File: src/rtl/req_onehot_arbiter_4.sv
`timescale 1ns/1ps
`default_nettype none
// ============================================================================
// Module   : req_onehot_arbiter_4
// Purpose  : Synchronizes four asynchronous request lines and captures their
//            rising edges as pending events. It then grants one pending event
//            at a time as a registered one-hot word, which feeds the I input
//            of a 4-to-2 encoder. Simultaneous events are served round-robin.
//            Each grant is held until the consumer acknowledges it.
// Revision : 1.0 - initial release
// ============================================================================
module req_onehot_arbiter_4 #(
  parameter int SYNC_STAGES = 2
) (
  input  logic       clk,
  input  logic       rst,
  input  logic [3:0] R,
  input  logic       ACK,
  output logic [3:0] I,
  output logic       BUSY,
  output logic [3:0] PEND
);

  typedef enum logic [0:0] {
    ST_IDLE  = 1'b0,
    ST_GRANT = 1'b1
  } state_t;

  // After reset the synchronizer chains and history flops hold zeros. They
  // do not hold real samples of R, so edge detection stays masked until both
  // stages are refilled. A line that is already high at reset release is
  // therefore absorbed as a level, and no event is reported for it.
  localparam int c_warm_max = SYNC_STAGES + 1;
  localparam int c_warm_w   = $clog2(c_warm_max + 1);

  logic [3:0]          w_sync_out;
  logic [3:0]          r_hist;
  logic [3:0]          w_rise;
  logic [c_warm_w-1:0] r_warm;
  logic                w_armed;

  logic [3:0] r_pend;
  logic [3:0] w_clr;
  logic [1:0] r_ptr;
  logic [1:0] w_ptr_nxt;
  logic [1:0] r_gidx;
  logic [1:0] w_gidx_nxt;
  logic [3:0] r_grant;
  logic [3:0] w_grant_nxt;
  logic       r_busy;
  logic       w_busy_nxt;
  state_t     r_state;
  state_t     w_state_nxt;

  logic       w_sel_found;
  logic [1:0] w_sel_idx;
  logic [1:0] w_cand;

  // --------------------------------------------------------------------------
  // Per-bit synchronizer chains
  // --------------------------------------------------------------------------
  for (genvar gi = 0; gi < 4; gi++) begin : g_sync
    logic [SYNC_STAGES-1:0] r_chain;

    // Shift the raw request level into this bit's synchronizer chain.
    always_ff @(posedge clk or posedge rst) begin
      if (rst) begin
        r_chain <= '0;
      end else begin
        r_chain <= {r_chain[SYNC_STAGES-2:0], R[gi]};
      end
    end

    assign w_sync_out[gi] = r_chain[SYNC_STAGES-1];
  end

  // Remember the previous synchronized level so that a 0->1 step can be seen.
  always_ff @(posedge clk or posedge rst) begin
    if (rst) begin
      r_hist <= '0;
    end else begin
      r_hist <= w_sync_out;
    end
  end

  // Count edges since reset until the sync and history flops carry real samples.
  always_ff @(posedge clk or posedge rst) begin
    if (rst) begin
      r_warm <= '0;
    end else if (!w_armed) begin
      r_warm <= r_warm + c_warm_w'(1);
    end
  end

  assign w_armed = (r_warm == c_warm_w'(c_warm_max));
  assign w_rise  = w_sync_out & ~r_hist & {4{w_armed}};

  // --------------------------------------------------------------------------
  // Pending events. A set always wins over a clear on the same bit, so a new
  // rise that coincides with the acknowledge of that bit is kept.
  // --------------------------------------------------------------------------
  // Saturating pending-bit update: clear on acknowledge, set on rise.
  always_ff @(posedge clk or posedge rst) begin
    if (rst) begin
      r_pend <= '0;
    end else begin
      r_pend <= (r_pend & ~w_clr) | w_rise;
    end
  end

  // --------------------------------------------------------------------------
  // Round-robin selection: first pending bit at PTR, PTR+1, PTR+2, PTR+3.
  // The loop runs from the farthest offset down to the nearest, so the
  // nearest pending bit is the last one written and takes priority.
  // --------------------------------------------------------------------------
  // Find the first pending bit in search order, starting at the pointer.
  always_comb begin
    w_sel_found = 1'b0;
    w_sel_idx   = r_ptr;
    w_cand      = r_ptr;
    for (int k = 3; k >= 0; k--) begin
      w_cand = r_ptr + 2'(k);
      if (r_pend[w_cand]) begin
        w_sel_found = 1'b1;
        w_sel_idx   = w_cand;
      end
    end
  end

  // --------------------------------------------------------------------------
  // Grant FSM
  // --------------------------------------------------------------------------
  // Register the FSM state, the grant word, the busy flag and the pointer.
  always_ff @(posedge clk or posedge rst) begin
    if (rst) begin
      r_state <= ST_IDLE;
      r_grant <= '0;
      r_busy  <= 1'b0;
      r_ptr   <= '0;
      r_gidx  <= '0;
    end else begin
      r_state <= w_state_nxt;
      r_grant <= w_grant_nxt;
      r_busy  <= w_busy_nxt;
      r_ptr   <= w_ptr_nxt;
      r_gidx  <= w_gidx_nxt;
    end
  end

  // Next-state logic. From IDLE, grant the first pending event. In GRANT,
  // hold until ACK, then release. IDLE always lasts at least one cycle, so
  // the encoder's V drops between two consecutive grants.
  always_comb begin
    w_state_nxt = r_state;
    w_grant_nxt = r_grant;
    w_busy_nxt  = r_busy;
    w_ptr_nxt   = r_ptr;
    w_gidx_nxt  = r_gidx;
    w_clr       = '0;
    case (r_state)
      ST_IDLE: begin
        w_grant_nxt = '0;
        w_busy_nxt  = 1'b0;
        if (w_sel_found) begin
          w_state_nxt = ST_GRANT;
          w_grant_nxt = 4'b0001 << w_sel_idx;
          w_busy_nxt  = 1'b1;
          w_gidx_nxt  = w_sel_idx;
        end
      end
      ST_GRANT: begin
        if (ACK) begin
          w_clr       = r_grant;
          w_ptr_nxt   = r_gidx + 2'd1;
          w_grant_nxt = '0;
          w_busy_nxt  = 1'b0;
          w_state_nxt = ST_IDLE;
        end
      end
      default: begin
        w_state_nxt = ST_IDLE;
        w_grant_nxt = '0;
        w_busy_nxt  = 1'b0;
      end
    endcase
  end

  assign I    = r_grant;
  assign BUSY = r_busy;
  assign PEND = r_pend;

endmodule
`default_nettype wire

File: config.mk
export PLATFORM = sky130hd
export DESIGN_NAME = req_onehot_arbiter_4
export DESIGN_NICKNAME = d
export VERILOG_FILES = /design/src/rtl/req_onehot_arbiter_4.sv
export SDC_FILE = /design/constraint.sdc
export NUM_CORES = 1
export LEC_CHECK = 0
export CORE_ASPECT_RATIO = 1.2
export CORE_MARGIN = 8
export CORE_UTILIZATION = 51
export CTS_CLUSTER_SIZE = 16
export DETAILED_ROUTE_END_ITERATION = 16
export GPL_ROUTABILITY_DRIVEN = 0
export PLACE_DENSITY = 0.72
export RECOVER_POWER = 100
export SYNTH_ARGS = -nofsm -noshare
export SYNTH_HDL_FRONTEND = slang
export SYNTH_SLANG_ARGS = --single-unit
File: constraint.sdc
create_clock -name clk -period 1.55 [get_ports clk]
set_clock_uncertainty 0.1 [all_clocks]
set_input_delay 0.31 -clock clk [delete_from_list [all_inputs] [get_ports clk]]
set_output_delay 0.31 -clock clk [all_outputs]
set_load 0.02 [all_outputs]
==> results of run 1 <==
[per-layer routing]
metal  global-route usage [%]  vias to the layer above  routed length [um]
li1                         -                      341                   -
met1                    13.06                      357                 881
met2                    15.51                       20                 887
met3                    3.891                        5                 123
met4                    7.524                        0                  46
met5                        0                        -                   0
[cell families after synthesis]
logic type	count (synthesis)	synth area share, %
buffers and inverters	9	3.191
and+or+nand+nor	22	9.693
adders and majority gates	1	1.182
DFF	28	66.19
AOI/OAI and AO/OA	20	15.96
xor gates and xnor gates	2	1.655
muxes	2	2.128
[worst max-delay path: cells and delay by family (launching register included)]
family / cells / cell delay [ns]
flops: 1 / 0.48
mux: 1 / 0.32
compound gates: 1 / 0.16
simple gates: 1 / 0.35
[registers in the layout, indices dropped and copies added (netlist names)]
register / cells
g_sync.r_chain: 8
I: 4
PEND: 4
r_hist: 4
r_gidx: 2
r_ptr: 2
r_warm: 2
BUSY: 1
r_state: 1
[area by class of cell]
type	count	area [um2]
Clock buffer	3	22.52
Fill cell	155	703.2
Inverter	8	30.03
Multi-Input combinational cell	47	351.6
Sequential cell	28	705.7
Tap cell	20	25.02
Timing Repair Buffer	20	166.4
[where the power goes]
part | internal (W) | total, W | switching [W]
clock | 0.0000911 | 0.000279 | 0.000188
sequential | 0.000882 | 0.00108 | 0.000197
combinational | 0.000342 | 0.000732 | 0.000390
total | 0.00132 | 0.00209 | 0.000776
[through the flow]
step / hold slack [ns] / TNS (ns) / instances
6_report: 0.2709 / 0 / 126
5_1_grt: 0.2813 / -0.004017 / 126
4_1_cts: 0.2384 / 0 / 126
3_5_place_dp: 0.2411 / -0.004692 / 123
3_3_place_gp: 0.2344 / 0 / 123
2_1_floorplan: 0.2312 / 0 / 84
[worst paths after layout]
kind                                 startpoint              endpoint  slack (ns)  cells past startpoint
setup / recovery                        PEND[2]             r_gidx[1]        0.04                      3
hold / removal             g_sync[1].r_chain[0]  g_sync[1].r_chain[1]        0.27                      0
setup reg to reg                        PEND[2]             r_gidx[1]        0.04                      3
hold reg to reg            g_sync[1].r_chain[0]  g_sync[1].r_chain[1]        0.27                      0
max in group asynchronous                   rst               PEND[3]        0.41                      3
min in group asynchronous                   rst                  BUSY        0.48                      3
[cells in the final DEF (no fill, tap or decap), types with 2 or more instances in the layout]
cell type / Yosys / routed
sky130_fd_sc_hd__nor2_1: 5 / 5
sky130_fd_sc_hd__inv_1: 8 / 8
sky130_fd_sc_hd__dfrtp_1: 28 / 24
sky130_fd_sc_hd__dlygate4sd2_1: 0 / 5
sky130_fd_sc_hd__dfrtp_2: 0 / 4
sky130_fd_sc_hd__o31ai_1: 2 / 2
sky130_fd_sc_hd__o21ai_0: 3 / 3
sky130_fd_sc_hd__nand2_1: 11 / 11
sky130_fd_sc_hd__nor2b_1: 3 / 2
sky130_fd_sc_hd__a32o_2: 1 / 2
sky130_fd_sc_hd__buf_4: 0 / 3
sky130_fd_sc_hd__a21oi_1: 4 / 4
sky130_fd_sc_hd__clkbuf_4: 0 / 3
sky130_fd_sc_hd__a32o_1: 5 / 4
sky130_fd_sc_hd__dlygate4sd3_1: 0 / 5
sky130_fd_sc_hd__clkbuf_2: 0 / 3
[repair_timing]
item,4_1_cts,5_1_grt
setup buffers,0,0
endpoints found under the hold margin,0,0
gates resized for setup,15,11
setup endpoints to repair,9,8
pin swaps,0,2
==> impl_results.md, run 1 <==
* Number of flip-flops and latches in the synthesized netlist at 28
* Most frequently used cell type in the post-synthesis netlist: sky130_fd_sc_hd__dfrtp_1
* Initial antenna violation count at 0
* Area grow syn2layout at 22.93%
* Syn Std Cell Area at 0.001059 mm2
* Clock buffer count from CTS at 3
* Final instance area at roughly 0.0013 mm2
* Die Y at 65.91 um
* Relative slew slack at 56.55%
* Leading post-synthesis cells by cell area: sky130_fd_sc_hd__dfrtp_1 66%, sky130_fd_sc_hd__a32o_1 4.7%, sky130_fd_sc_hd__nand2_1 3.9%, sky130_fd_sc_hd__inv_1 2.8%, sky130_fd_sc_hd__o41ai_4 2.6%
* Final Max Slew Viols at 0
* ANT nets after route at 0
* First-pass GRT wire length at 3.118 mm
* Number of buffers inserted for hold repair after clock tree synthesis at 0
* Most used standard cells in the synthesized netlist: 28 x sky130_fd_sc_hd__dfrtp_1, 11 x sky130_fd_sc_hd__nand2_1, 8 x sky130_fd_sc_hd__inv_1, 5 x sky130_fd_sc_hd__a32o_1, 5 x sky130_fd_sc_hd__nor2_1
* Area enclosed by the die boundary at 0.003795 mm2
* Kind of start point of the critical path: flop
* Buffer depth of the longest clock path at 2
* Max-cap violations at 0
* Placed wire-length estimate at 1.379 mm
* Maximum net fanout on the critical path at 6
* Number of flops mapped to enable cells by yosys at 0
* Path category of the worst min-delay check: reg2reg
* Worst setup timing slack at the placement stage at -0.004692 ns
* Critical Path Max Stage Delay at 0.48 ns
* Critical path required time at about 1.7 ns
* F_max at about 660 MHz
* Number of DRC violations after detailed routing at 0
* Final hold vios at 0
* Starting density of the core at 52.81%
* Worst Slack Setup Final at 0.03917 ns
* Ports placed on the boundary at 16
* Leakage power at 0.6017 nW
* Share of the core filled with cells at 64.92%
* Total power per unit cell area at 1607 mW/mm2
* Shortest period the worst path allows at around 1.5 ns
* Data arrival time at the worst-slack endpoint at roughly 1.6 ns
* Async set or reset register ratio after synthesis at 100.0%
* Final nets at 116
* Least-Margin Pin Slew at 0.6518 ns
* Total routing usage reported by global routing at 10.76%
* Critical path cell sequence: nor3_1 -> o41ai_4 -> mux2_1
* Via Count at a little over 700
* Total length of routed wires at about 1.9 mm
* Post-synthesis area per instance at 12.60 um2
* Master of the slowest instance on the critical path: sky130_fd_sc_hd__dfrtp_2
* Total global routing overflow at 0
* DRC marker count from the first detailed-route iteration at 18
* Primary flip-flop cell chosen by synthesis mapping: sky130_fd_sc_hd__dfrtp_1
* First drt pass iteration count at 4
* Portion of the post-synthesis area used by sequential elements at about 66%
* Post-place instance area at about 0.0013 mm2
* Floorplan die width at 57.59 um
* Overall power consumption at 0.002092 W
* Top cell type's share of synthesized area at 66.19%
* Outcome: finished, final reports clean
* Clock transition at the registers of the reported paths at 0.13 ns
* Row count at 18
* Area leader, netlist: sky130_fd_sc_hd__dfrtp_1
* Tcrit/Tclk final at 97.47%
* Latest clock arrival within the worst-skew pair at 0.32 ns
* Fraction of final layout cells with drive strength greater than 1 at between 20 and 25%
* Average wire per cell in the routed design at between 15 and 20 um
* Port Buf Inserts at 15
* Core region area at 0.002004 mm2
* Clock tree from TritonCTS: yes
* Via/cell ratio at 5.738
* Root Driver: sky130_fd_sc_hd__clkbuf_4
* Number of instances in the synthesized netlist at 84
* Yosys synthesis warning count at 0
* Maximum level of the CTS H-tree at 1
* Max IR drop VDD at 911.8 uV
* Post-synthesis cell type count at 23
* Pin count of the biggest net entering global routing at 29
* Net count after synthesis at 92
* Worst Path Class, Setup: reg2reg
* Nature of the critical path endpoint: flop
* Clock sink total at 28
* Via count of the first global-routing pass at ~680
* Diode insertion count for antenna repair at 0
* Final setup viols at 0
No activity file was read; power rests on OpenSTA's default activity.
==> run 2, diff against run 1 <==
--- a/config.mk
+++ b/config.mk
@@ -5,14 +5,17 @@
 export SDC_FILE = /design/constraint.sdc
 export NUM_CORES = 1
 export LEC_CHECK = 0
-export CORE_ASPECT_RATIO = 1.2
+export CELL_PAD_IN_SITES_DETAIL_PLACEMENT = 1
+export CELL_PAD_IN_SITES_GLOBAL_PLACEMENT = 2
+export CORE_ASPECT_RATIO = 0.7
 export CORE_MARGIN = 8
-export CORE_UTILIZATION = 51
+export CORE_UTILIZATION = 34
 export CTS_CLUSTER_SIZE = 16
 export DETAILED_ROUTE_END_ITERATION = 16
 export GPL_ROUTABILITY_DRIVEN = 0
-export PLACE_DENSITY = 0.72
+export PLACE_DENSITY = 0.71
 export RECOVER_POWER = 100
+export SLEW_MARGIN = 40
 export SYNTH_ARGS = -nofsm -noshare
 export SYNTH_HDL_FRONTEND = slang
 export SYNTH_SLANG_ARGS = --single-unit
==> impl_results.md, run 2 (same netlist as run 1, synthesis figures left out) <==
* Worst Path Class, Setup: reg2reg
* Relative slew slack at 55.03%
* Core region area at 0.003063 mm2
* Diode insertion count for antenna repair at 0
* Shortest period the worst path allows at ~1.5 ns
* Starting density of the core at between 30% and 40%
* Least-Margin Pin Slew at a little under 0.7 ns
* Via Count at 733
* Kind of start point of the critical path: flop
* Top cell family by delay on the critical path: compound AO/OA/AOI/OAI gates
* Critical path cell sequence: nor2b_4 -> o41ai_4 -> a32o_2
* Most common library cell in the layout ignoring fill and taps: sky130_fd_sc_hd__dfrtp_1
* Largest Register: g_sync.r_chain
* Share of the core filled with cells at approximately 45%
* Ports placed on the boundary at 16
* Worst Hold Path Cells at 0
* Maximum net fanout on the critical path at 7
* Row count at 17
* Buffer depth of the longest clock path at 2
* Total routing usage reported by global routing at a little under a tenth
* Final setup viols at 0
* R2R depth at 3
* Final hold vios at 0
* Average wire per cell in the routed design at 14.74 um
* Tcrit/Tclk final at 99.25%
* Max IR drop VDD at 671.2 uV
* ANT nets after route at 0
* Pin count of the biggest net entering global routing at 29
* Final Max Slew Viols at 0
* Master of the slowest instance on the critical path: sky130_fd_sc_hd__o41ai_4
* Area enclosed by the die boundary at between 0.005 and 0.006 mm2
* Flip-flop count of the largest register after layout at 8
* Data arrival time at the worst-slack endpoint at between 1.5 and 2 ns
* Clock transition at the registers of the reported paths at 0.09 ns
* Critical Path Max Stage Delay at approximately 0.52 ns
* Via/cell ratio at 5.055
* First-pass GRT wire length at 3.719 mm
* Root Driver: sky130_fd_sc_hd__clkbuf_8
* Filler Cell Count at between 300 and 400
* Fraction of final layout cells with drive strength greater than 1 at 19.63%
* Final nets at 116
* Endpoint of the worst-slack reg-to-reg timing path: I[2]
* Highest-count cells in the layout ignoring fill and taps: 24 x sky130_fd_sc_hd__dfrtp_1, 11 x sky130_fd_sc_hd__nand2_1, 8 x sky130_fd_sc_hd__inv_1, 8 x sky130_fd_sc_hd__dlygate4sd2_1
* Area grow syn2layout at 30.26%
* Hold path startpoint: g_sync[3].r_chain[0]
* Critical path required time at 1.66 ns
* R2R Setup Slk at approximately 0.012 ns
* Worst hold endpoint: g_sync[3].r_chain[1]
* Nature of the critical path endpoint: flop
* Critical path buffer and inverter count at 0
* Count of placed standard cells including taps at 140
* Floorplan die width at around 83 um
* Placed wire-length estimate at 1.596 mm
* DRC marker count from the first detailed-route iteration at 30
* Path category of the worst min-delay check: reg2reg
* Port Buf Inserts at 15
* Clock tree from TritonCTS: yes
* Die Y at 62.68 um
* Clock sink total at 28
* Max-cap violations at 0
* Sum of negative setup slack at 0 ns
* Via count of the first global-routing pass at slightly below 800
* Total length of routed wires at 2.138 mm
* RSZ-0062 raised after global routing: yes
* Maximum level of the CTS H-tree at 1
* F_max at 650.1 MHz
* Clock buffer count from CTS at 3
* Critical R2R Launch: PEND[0]
* Latest clock arrival within the worst-skew pair at 0.27 ns
* Outcome: finished, final reports clean
* Total global routing overflow at 0
* First drt pass iteration count at 2
* Initial antenna violation count at 0
* Number of DRC violations after detailed routing at 0
* Total power per unit cell area at between 1500 and 2000 mW/mm2
* Worst hold-check slack at 0.2557 ns
* Number of standard cells in the final layout excluding fillers at 145
* Leakage power at ~0.61 nW
-- run 2: changes by cell type in the layout (fill, tap and decap cells not counted), sizes merged --
cell	before	now
dlygate4sd2	5	8
clkbuf	7	5
clkdlybuf4s15	2	1
bufinv	0	1
-- run 2: worst max-delay path by stage --
stage / start / endpoint / slack [ns] / cells past startpoint
after floorplan: PEND[1] / r_gidx[1] / 0.05 / 3
after global placement: PEND[2] / r_gidx[1] / -0.04 / 3
after detailed placement: PEND[2] / r_gidx[1] / -0.03 / 3
after CTS: PEND[2] / r_gidx[1] / -0.03 / 3
after global routing: PEND[0] / I[2] / -0.05 / 3
final: PEND[0] / I[2] / 0.01 / 3
-- run 2: per-stage QoR --
step                      power [W]  worst slack [ns]  area (um2)
after floorplan            0.001485           0.05002        1059
after global placement     0.001813          -0.03650        1282
after detailed placement   0.001836          -0.02626        1282
after CTS                  0.002374          -0.03432        1353
after global routing       0.002532          -0.05075        1379
final                      0.002390           0.01166        1379
-- run 2: what timing repair did --
| action | 4_1_cts | 5_1_grt |
|---|---|---|
| endpoints found under the setup margin | 12 | 7 |
| resized for setup | 13 | 7 |
| setup buffers | 0 | 1 |
| hold buffers | 0 | 0 |
| pin swaps | 0 | 3 |
-- run 2: cell type report --
cell class                 count  area (um2)  area share, %
clock buffer                   3       41.29          2.995
clock inverter                 1       30.03          2.178
inverter                       8       30.03          2.178
multi-input combinational     47       352.8          25.59
sequential                    28       705.7          51.18
tap                           38       47.55          3.448
timing repair buffer          20       171.4          12.43
-- run 2: report_power, final --
group | switching [W] | leakage [nW] | internal (W) | total (W)
Clock | 0.000213 | 0.0357 | 0.000346 | 0.000559
Sequential | 0.000201 | 0.317 | 0.000883 | 0.00108
Combinational | 0.000395 | 0.259 | 0.000352 | 0.000747
Total | 0.000809 | 0.612 | 0.00158 | 0.00239
-- run 2: worst reg2reg max path: stages (launching register included) --
cell	delay (ns)
sky130_fd_sc_hd__dfrtp_2	0.47
sky130_fd_sc_hd__nor2b_4	0.15
sky130_fd_sc_hd__o41ai_4	0.52
sky130_fd_sc_hd__a32o_2	0.24
-- run 2: per-layer routing --
| metal | GRT usage (%) | up-vias | part of all wire (%) |
|---|---|---|---|
| met4 | 3.219 | 0 | 1.4 |
| met5 | 0 | - | 0 |
| li1 | - | 340 | - |
| met1 | 12.45 | 376 | 48 |
| met3 | 3.879 | 4 | 5.2 |
| met2 | 12.58 | 13 | 45 |
